## src/rtl/mem_arbiter.sv

```systemverilog
// ---------------------------------------------------------------------------
// mem_arbiter
//
// Purpose: shares one single-ported memory between the fetch stage (IF,
// word reads) and the load/store unit (LS). Only one transaction is
// outstanding at a time. LS has priority. A streak counter lets IF win after
// MAX_LS_STREAK consecutive LS grants made while IF was waiting. A flush
// drops an in-flight instruction response so fetch never sees it.
//
// Handshake: a requester raises req and holds req plus its fields stable
// until it sees gnt high in the same cycle. gnt is combinational,
// gnt = mem_gnt_i & mem_req_o & selected. The response comes back as a
// one-cycle rvalid pulse, at least one cycle after the grant. A new grant
// may be issued in the same cycle as the previous response.
//
// Ports:
//   clk_i, rst_ni           clock, asynchronous active-low reset
//   if_req_i/if_addr_i      fetch request and word address
//   if_gnt_o                fetch request accepted
//   if_rvalid_o/if_rdata_o  instruction response and data
//   if_raddr_o              address of the returned instruction
//   if_flush_i              drop any in-flight fetch response
//   ls_req_i/ls_we_i/ls_addr_i/ls_wdata_i/ls_be_i   load/store request
//   ls_gnt_o                LS request accepted
//   ls_rvalid_o/ls_rdata_o  LS response; also pulses for stores
//   mem_req_o/mem_we_o/mem_addr_o/mem_wdata_o/mem_be_o  memory request
//   mem_gnt_i               memory accepted the request
//   mem_rvalid_i/mem_rdata_i  memory response
//   dbg_state_o             current FSM state (0 IDLE, 1 WAIT_IF, 2 WAIT_LS)
// ---------------------------------------------------------------------------
module mem_arbiter #(
    parameter int unsigned MAX_LS_STREAK = 4
) (
    input  logic        clk_i,
    input  logic        rst_ni,

    input  logic        if_req_i,
    input  logic [31:0] if_addr_i,
    output logic        if_gnt_o,
    output logic        if_rvalid_o,
    output logic [31:0] if_rdata_o,
    output logic [31:0] if_raddr_o,
    input  logic        if_flush_i,

    input  logic        ls_req_i,
    input  logic        ls_we_i,
    input  logic [31:0] ls_addr_i,
    input  logic [31:0] ls_wdata_i,
    input  logic [3:0]  ls_be_i,
    output logic        ls_gnt_o,
    output logic        ls_rvalid_o,
    output logic [31:0] ls_rdata_o,

    output logic        mem_req_o,
    output logic        mem_we_o,
    output logic [31:0] mem_addr_o,
    output logic [31:0] mem_wdata_o,
    output logic [3:0]  mem_be_o,
    input  logic        mem_gnt_i,
    input  logic        mem_rvalid_i,
    input  logic [31:0] mem_rdata_i,

    output logic [1:0]  dbg_state_o
);

    typedef enum logic [1:0] {
        IDLE    = 2'd0,
        WAIT_IF = 2'd1,
        WAIT_LS = 2'd2
    } state_t;

    localparam logic [3:0] STREAK_MAX = 4'(MAX_LS_STREAK);

    state_t      r_state;
    state_t      w_state_nxt;
    logic [31:0] r_addr;
    logic        r_drop;
    logic [3:0]  r_streak;

    logic        w_arb_en;
    logic        w_streak_hit;
    logic        w_sel_if;
    logic        w_sel_ls;
    logic        w_if_gnt;
    logic        w_ls_gnt;

    // Arbitration runs when nothing is outstanding, or in the cycle the
    // outstanding response returns. Qualifying with rst_ni keeps every
    // request/grant output low while reset is asserted.
    assign w_arb_en     = rst_ni & ((r_state == IDLE) | mem_rvalid_i);
    assign w_streak_hit = (r_streak == STREAK_MAX);
    assign w_sel_if     = w_arb_en & if_req_i & (~ls_req_i | w_streak_hit);
    assign w_sel_ls     = w_arb_en & ls_req_i & ~w_sel_if;

    assign w_if_gnt = mem_gnt_i & w_sel_if;
    assign w_ls_gnt = mem_gnt_i & w_sel_ls;

    assign if_gnt_o = w_if_gnt;
    assign ls_gnt_o = w_ls_gnt;

    // Request mux. Fetch is always a full-word read.
    always_comb begin
        mem_req_o   = 1'b0;
        mem_we_o    = 1'b0;
        mem_addr_o  = 32'h0;
        mem_wdata_o = 32'h0;
        mem_be_o    = 4'h0;
        if (w_sel_ls) begin
            mem_req_o   = 1'b1;
            mem_we_o    = ls_we_i;
            mem_addr_o  = ls_addr_i;
            mem_wdata_o = ls_wdata_i;
            mem_be_o    = ls_be_i;
        end else if (w_sel_if) begin
            mem_req_o   = 1'b1;
            mem_addr_o  = if_addr_i;
            mem_be_o    = 4'hF;
        end
    end

    // A flush arriving together with the response still kills it.
    assign if_rvalid_o = rst_ni & (r_state == WAIT_IF) & mem_rvalid_i
                         & ~r_drop & ~if_flush_i;
    assign ls_rvalid_o = rst_ni & (r_state == WAIT_LS) & mem_rvalid_i;
    assign if_rdata_o  = mem_rdata_i;
    assign ls_rdata_o  = mem_rdata_i;
    assign if_raddr_o  = r_addr;

    assign dbg_state_o = r_state;

    // Next-state logic.
    always_comb begin
        w_state_nxt = r_state;
        if (w_arb_en) begin
            if (w_if_gnt) begin
                w_state_nxt = WAIT_IF;
            end else if (w_ls_gnt) begin
                w_state_nxt = WAIT_LS;
            end else begin
                w_state_nxt = IDLE;
            end
        end
    end

    always_ff @(posedge clk_i or negedge rst_ni) begin
        if (!rst_ni) begin
            r_state <= IDLE;
        end else begin
            r_state <= w_state_nxt;
        end
    end

    // Owner address, drop flag and streak counter.
    always_ff @(posedge clk_i or negedge rst_ni) begin
        if (!rst_ni) begin
            r_addr   <= 32'h0;
            r_drop   <= 1'b0;
            r_streak <= 4'h0;
        end else begin
            if (w_if_gnt) begin
                r_addr <= if_addr_i;
            end

            // A fresh IF grant starts a new transaction, so its drop flag
            // is just the flush seen in the grant cycle.
            if (w_if_gnt) begin
                r_drop <= if_flush_i;
            end else if ((r_state == WAIT_IF) && if_flush_i) begin
                r_drop <= 1'b1;
            end

            // The streak counts LS wins only while IF is kept waiting.
            if (w_ls_gnt) begin
                if (!if_req_i) begin
                    r_streak <= 4'h0;
                end else if (!w_streak_hit) begin
                    r_streak <= r_streak + 4'd1;
                end
            end else if (w_if_gnt) begin
                r_streak <= 4'h0;
            end
        end
    end

endmodule

```

## config.mk

```make
export PLATFORM = sky130hd
export DESIGN_NAME = mem_arbiter
export DESIGN_NICKNAME = d
export VERILOG_FILES = /design/src/rtl/mem_arbiter.sv
export SDC_FILE = /design/constraint.sdc
export NUM_CORES = 1
export LEC_CHECK = 0
export BUFFER_PORTS_ARGS = -buffer_cell sky130_fd_sc_hd__buf_2
export CORE_AREA = 2 2 122 124
export CTS_BUF_LIST = sky130_fd_sc_hd__clkbuf_8
export DETAILED_ROUTE_END_ITERATION = 6
export DIE_AREA = 0 0 124 126
export PLACE_DENSITY = 0.63
export RECOVER_POWER = 50
export SYNTH_ARGS = -nofsm -noshare
export SYNTH_HDL_FRONTEND = slang
export SYNTH_SLANG_ARGS = --single-unit
```

## constraint.sdc

```tcl
create_clock -name clk_i -period 2.2 [get_ports clk_i]
set_input_delay 0.33 -clock clk_i [delete_from_list [all_inputs] [get_ports clk_i]]
set_output_delay 0.33 -clock clk_i [all_outputs]
set_load 0.005 [all_outputs]
```

Word-level counts from Yosys, hierarchy flattened. Cells that the tools add are included.

Add/subtract/negate cells: 1. Equal/unequal tests: 4. Muxes and demuxes: 16. Bitwise operators: 19. Reduce and logical (&&, ||, !) cells: 5.

Operators by type and width (count): 32-bit 2-to-1 mux (3); 4-bit 2-to-1 mux (6); 1-bit AND (13); 1-bit 2-to-1 mux (5); 4-bit by 1-bit adder with 4-bit output (second input constant) (1); 4-bit by 3-bit equality test with 1-bit output (second input constant) (1); 2-bit 2-to-1 mux (2); 1-bit NOT (4); 2-bit nonzero test (2); 3-bit inequality test (second input constant) (1); 2-bit by 1-bit equality test with 1-bit output (second input constant) (1); 2-bit equality test (second input constant) (1); 2-bit logical NOT (1); 1-bit OR (2); 2-bit AND reduction (1); 1-bit logical AND (1).

Flip-flop bits (word level): 39. Input port bits: 140.

Longest topological paths before layout.
Depth after elaboration: 10. Mapped depth: 7. Mapped depth without buffers: 5.

Worst setup path after synthesis. OpenSTA, ideal clock, no wires.

Kind: flip-flop to output port. From: reg r_streak[0]. To: out mem_addr_o[15]. Arrival time: 1569 ps. Required time: 1870 ps. Path slack: 301 ps. Stages on the path, launching flop included: 8. Buffers on the path: 2. Path through: dfrtp_1 > inv_1 > ha_1 > nand3b_4 > o2111a_1 > buf_4 > buf_2 > a32o_1.

Longest elaborated chain between the ends: 6. Elaborated cells on any way between the ends: 7. Those cells by class: 1 x eq/ne; 2 x mux; 4 x bitwise.

RTL lines: from (decl) (RTL line 78) `logic [3:0] r_streak;`; from (signal assigned) (RTL line 177) `r_streak <= r_streak + 4'd1;`; 4-bit by 3-bit equality test with 1-bit output (*) (RTL line 91) `assign w_streak_hit = (r_streak == STREAK_MAX);`; 1-bit OR (*) (RTL line 92) `assign w_sel_if = w_arb_en & if_req_i & (~ls_req_i | w_streak_hit);`; 1-bit AND (*) (RTL line 92); 1-bit NOT (RTL line 93) `assign w_sel_ls = w_arb_en & ls_req_i & ~w_sel_if;`; 1-bit AND (RTL line 93); 32-bit 2-to-1 mux (*) (RTL line 108) `if (w_sel_ls) begin`; to (decl) (RTL line 56) `output logic [31:0] mem_addr_o,`.

Every way passes the cells marked *; elsewhere a longest branch is shown, timed or not.

Final worst setup path.
From: reg r_streak[0]. To: out mem_addr_o[1].

The elaborated chain is that of the path after synthesis.

==> flow_metrics.py <==
metrics = {
    "placed_design": {
        "globalplace.congestion": 0.737,
        "place_hpwl_mm": 7.04,
        "dp.cells": 601,
        "place.port_buffers": 215,
        "postPlaceCellArea_sq_um": 3660,
        "pre_cts_ws_ns": 0.149,
    },
    "route": {
        "wl_met1_mm": 3.47,
        "wl_met3_microns": 676,
        "drcViolationCount": 0,
        "drt_iter0_markers": 91,
        "met2WireLength_mm": 4.60,
        "drtAntennaViolNets": 0,
        "routedWlPerCell_microns": 14.5,
        "drt_pass1_iterations": 4,
        "route.top_layer_used": "met4",
        "wirelength_mm": 8.92,
        "avgViaCountPerCell": 4.16,
        "vias": 2550,
    },
    "pwr": {
        "p_leak_nw": 2.01,
        "vdd_drop_max_uv": 236,
        "p_total_mw": 2.51,
        "powerDensity_nw_per_um2": 646,
    },
    "worst_setup_path": {
        "critical_path.max_stage_delay_ns": 0.39,
        "start_kind": "register",
        "slowest_stage": "dfrtp_1",
        "worstSetupPathType": "register to output pin",
        "ff2ff_setup_slack_ns": 0.27,
        "crit_family": "compound AO/OA/AOI/OAI gates",
        "critPathArrivalTime_ns": 1.88,
        "cp-endpoint": "mem_addr_o[1]",
        "cp_data_required_time_ns": 1.87,
        "path_buf_inv": 3,
        "critPathMaxFanout": 47,
        "crit_chain": "inv_1 -> ha_2 -> nand3b_4 -> o2111a_2 -> buf_12 -> a32o_1 -> buf_2",
        "crit_start": "r_streak[0]",
        "timing.rr.end": "if_raddr_o[11]",
        "reg2reg_depth": 8,
        "cp.depth": 7,
        "timing.rr.start": "r_streak[0]",
        "cp-end-kind": "output pin",
    },
    "yosys": {
        "synth_edf_count": 0,
        "yosys.area.top_type": "dfrtp_1",
        "seq_area_frac_synth_pct": 34.7,
        "synth-seq-cells": 39,
        "synth_top_area_share_pct": 34.7,
        "async_flop_share_pct": 100,
        "synthFlopType": "dfrtp_1",
        "netlist-cell-type-count": 34,
        "yosysWarningCount": 0,
        "ys_top_cells_by_count": "buf_4, dfrtp_1, and2_1",
        "syn_nets": 415,
        "synth.cell_area_sq_um": 2810,
        "synthCells": 273,
        "yosys-top-cells-area": "dfrtp_1, buf_4, mux2_2, a32o_1, and2_1",
        "syn_avg_cell_area_sq_um": 10.3,
        "yosysMostFrequentCell": "buf_4",
    },
    "cells_and_area": {
        "area_delta_synth_final_pct": 38.0,
        "post-route-cell-area_sq_um": 3880,
        "nFillCells": 1551,
        "antenna_cells": 0,
        "final_layout_size_suffix_gt1_share_pct": 65.3,
        "final_cells": 613,
        "utilization_pct": 27.1,
        "nets": 570,
    },
    "cts": {
        "cts_buffers": 5,
        "clk_latency_ns": 0.29,
        "cts_root_buf": "clkbuf_8",
        "path_clk_slew_ns": 0.08,
        "holdBufCountCts": 0,
        "cts_tree": "built",
        "htreeDepth": 2,
        "clock_path_buffers": 2,
        "clock_sinks": 39,
    },
    "global_routing": {
        "grt-ovfl-total": 0,
        "grt_pass1_wl_mm": 13.2,
        "grt_usage_pct": 10.9,
        "antenna_found_initial": 0,
        "grt_max_degree": 48,
        "grt_pass1_vias": 2501,
    },
    "hold_path": {
        "hold_path_class": "input port to async pin",
    },
    "sta": {
        "hold-worst-slack_ns": 0.259,
        "tns_ns": -0.0976,
        "slew_viol_final": 0,
        "setup_viol_count_final": 17,
        "report.final.hold_viol_count": 0,
        "fin_crit_sh_pct": 100,
        "tightest_slew_ns": 0.859,
        "fin_crit_ns": 2.21,
        "relSlewSlack_pct": 42.7,
        "max_freq_mhz": 452,
        "timing.final.ws_setup_ns": -0.0106,
        "rsz0062_at_grt": "true",
        "finalClockSkew_ns": 0.0102,
    },
    "floorplan": {
        "initial_core_util_pct": 19.6,
        "die_h_microns": 126,
        "dieArea_sq_um": 15600,
        "core-area_sq_um": 14300,
        "die_w_microns": 124,
        "io_pins": 312,
        "fp-row-count": 44,
    },
    "run_status": {
        "outcome": "finished with violations",
        "violations": "setup timing",
    },
    "run": {
        "max_cap_viol_count": 0,
    },
}
==> cells in the final DEF, fill, tap and decap left out, types with 3 or more instances in the layout <==
master and n:
buf_2 210, dfrtp_1 39, a32o_1 33, and2_1 31, mux2_2 31, buf_4 9
inv_1 6, nand2_1 6, clkbuf_8 6, buf_12 5, a21oi_1 4, and2_4 4
o21ai_0 4, buf_6 4, nand3_1 3, o211ai_1 3
==> how the worst min path moves through the flow <==
| stage | start | to | slack, ns | depth (start not counted) |
|---|---|---|---|---|
| 3_5_place_dp | rst_ni | dbg_state_o[1] | 0.37 | 2 |
| 4_1_cts | rst_ni | dbg_state_o[0] | 0.04 | 2 |
| 6_report | rst_ni | dbg_state_o[1] | 0.26 | 2 |
| 5_1_grt | if_addr_i[29] | if_raddr_o[29] | 0.25 | 2 |
| 2_1_floorplan | rst_ni | dbg_state_o[0] | 0.03 | 0 |
| 3_3_place_gp | rst_ni | r_streak[2] | 0.37 | 2 |
==> cell families (layout without fill, tap and decap cells) <==
group,count (synthesis),count (layout),share of synthesized area (%)
and+or+nand+nor,57,57,12.5
adders and majority gates,2,2,0.890
buffers and inverters,89,245,21.7
AOI/OAI and AO/OA,54,54,17.4
muxes,32,32,12.8
DFF,39,39,34.7
==> layout make-up <==
class,instances,area (sq um),share of cell area [%]
sequential,39,976,25.2
timing repair buffer,231,1280,32.9
clock inverter,2,38.8,1.00
tap,184,230,5.94
clock buffer,6,82.6,2.13
multi-input combinational,145,1250,32.3
inverter,6,22.5,0.581
==> registers in the layout, indices dropped and copies added, names as in the netlist <==
| name | cells |
|---|---|
| dbg_state_o | 2 |
| if_raddr_o | 32 |
| r_drop | 1 |
| r_streak | 4 |
==> per-layer routing <==
layer  up-vias  global-route usage [%]
met5         -                       0
met4         0                    4.03
met3        32                    2.85
met2       116                    19.0
met1      1176                    12.8
li1       1226                       -
==> report_power, final <==
| part | leakage [nW] | switching (mW) | internal (mW) |
|---|---|---|---|
| Sequential | 0.476 | 0.0920 | 0.902 |
| Clock | 0.0618 | 0.269 | 0.373 |
| Combinational | 1.48 | 0.381 | 0.488 |
| Total | 2.01 | 0.742 | 1.76 |
==> what timing repair did <==
item	in CTS	in global routing
resized for setup	5	11
pin swaps	1	2
setup endpoints to repair	66	67
buffers inserted	3	1
Power figures use the tool's default switching activity.
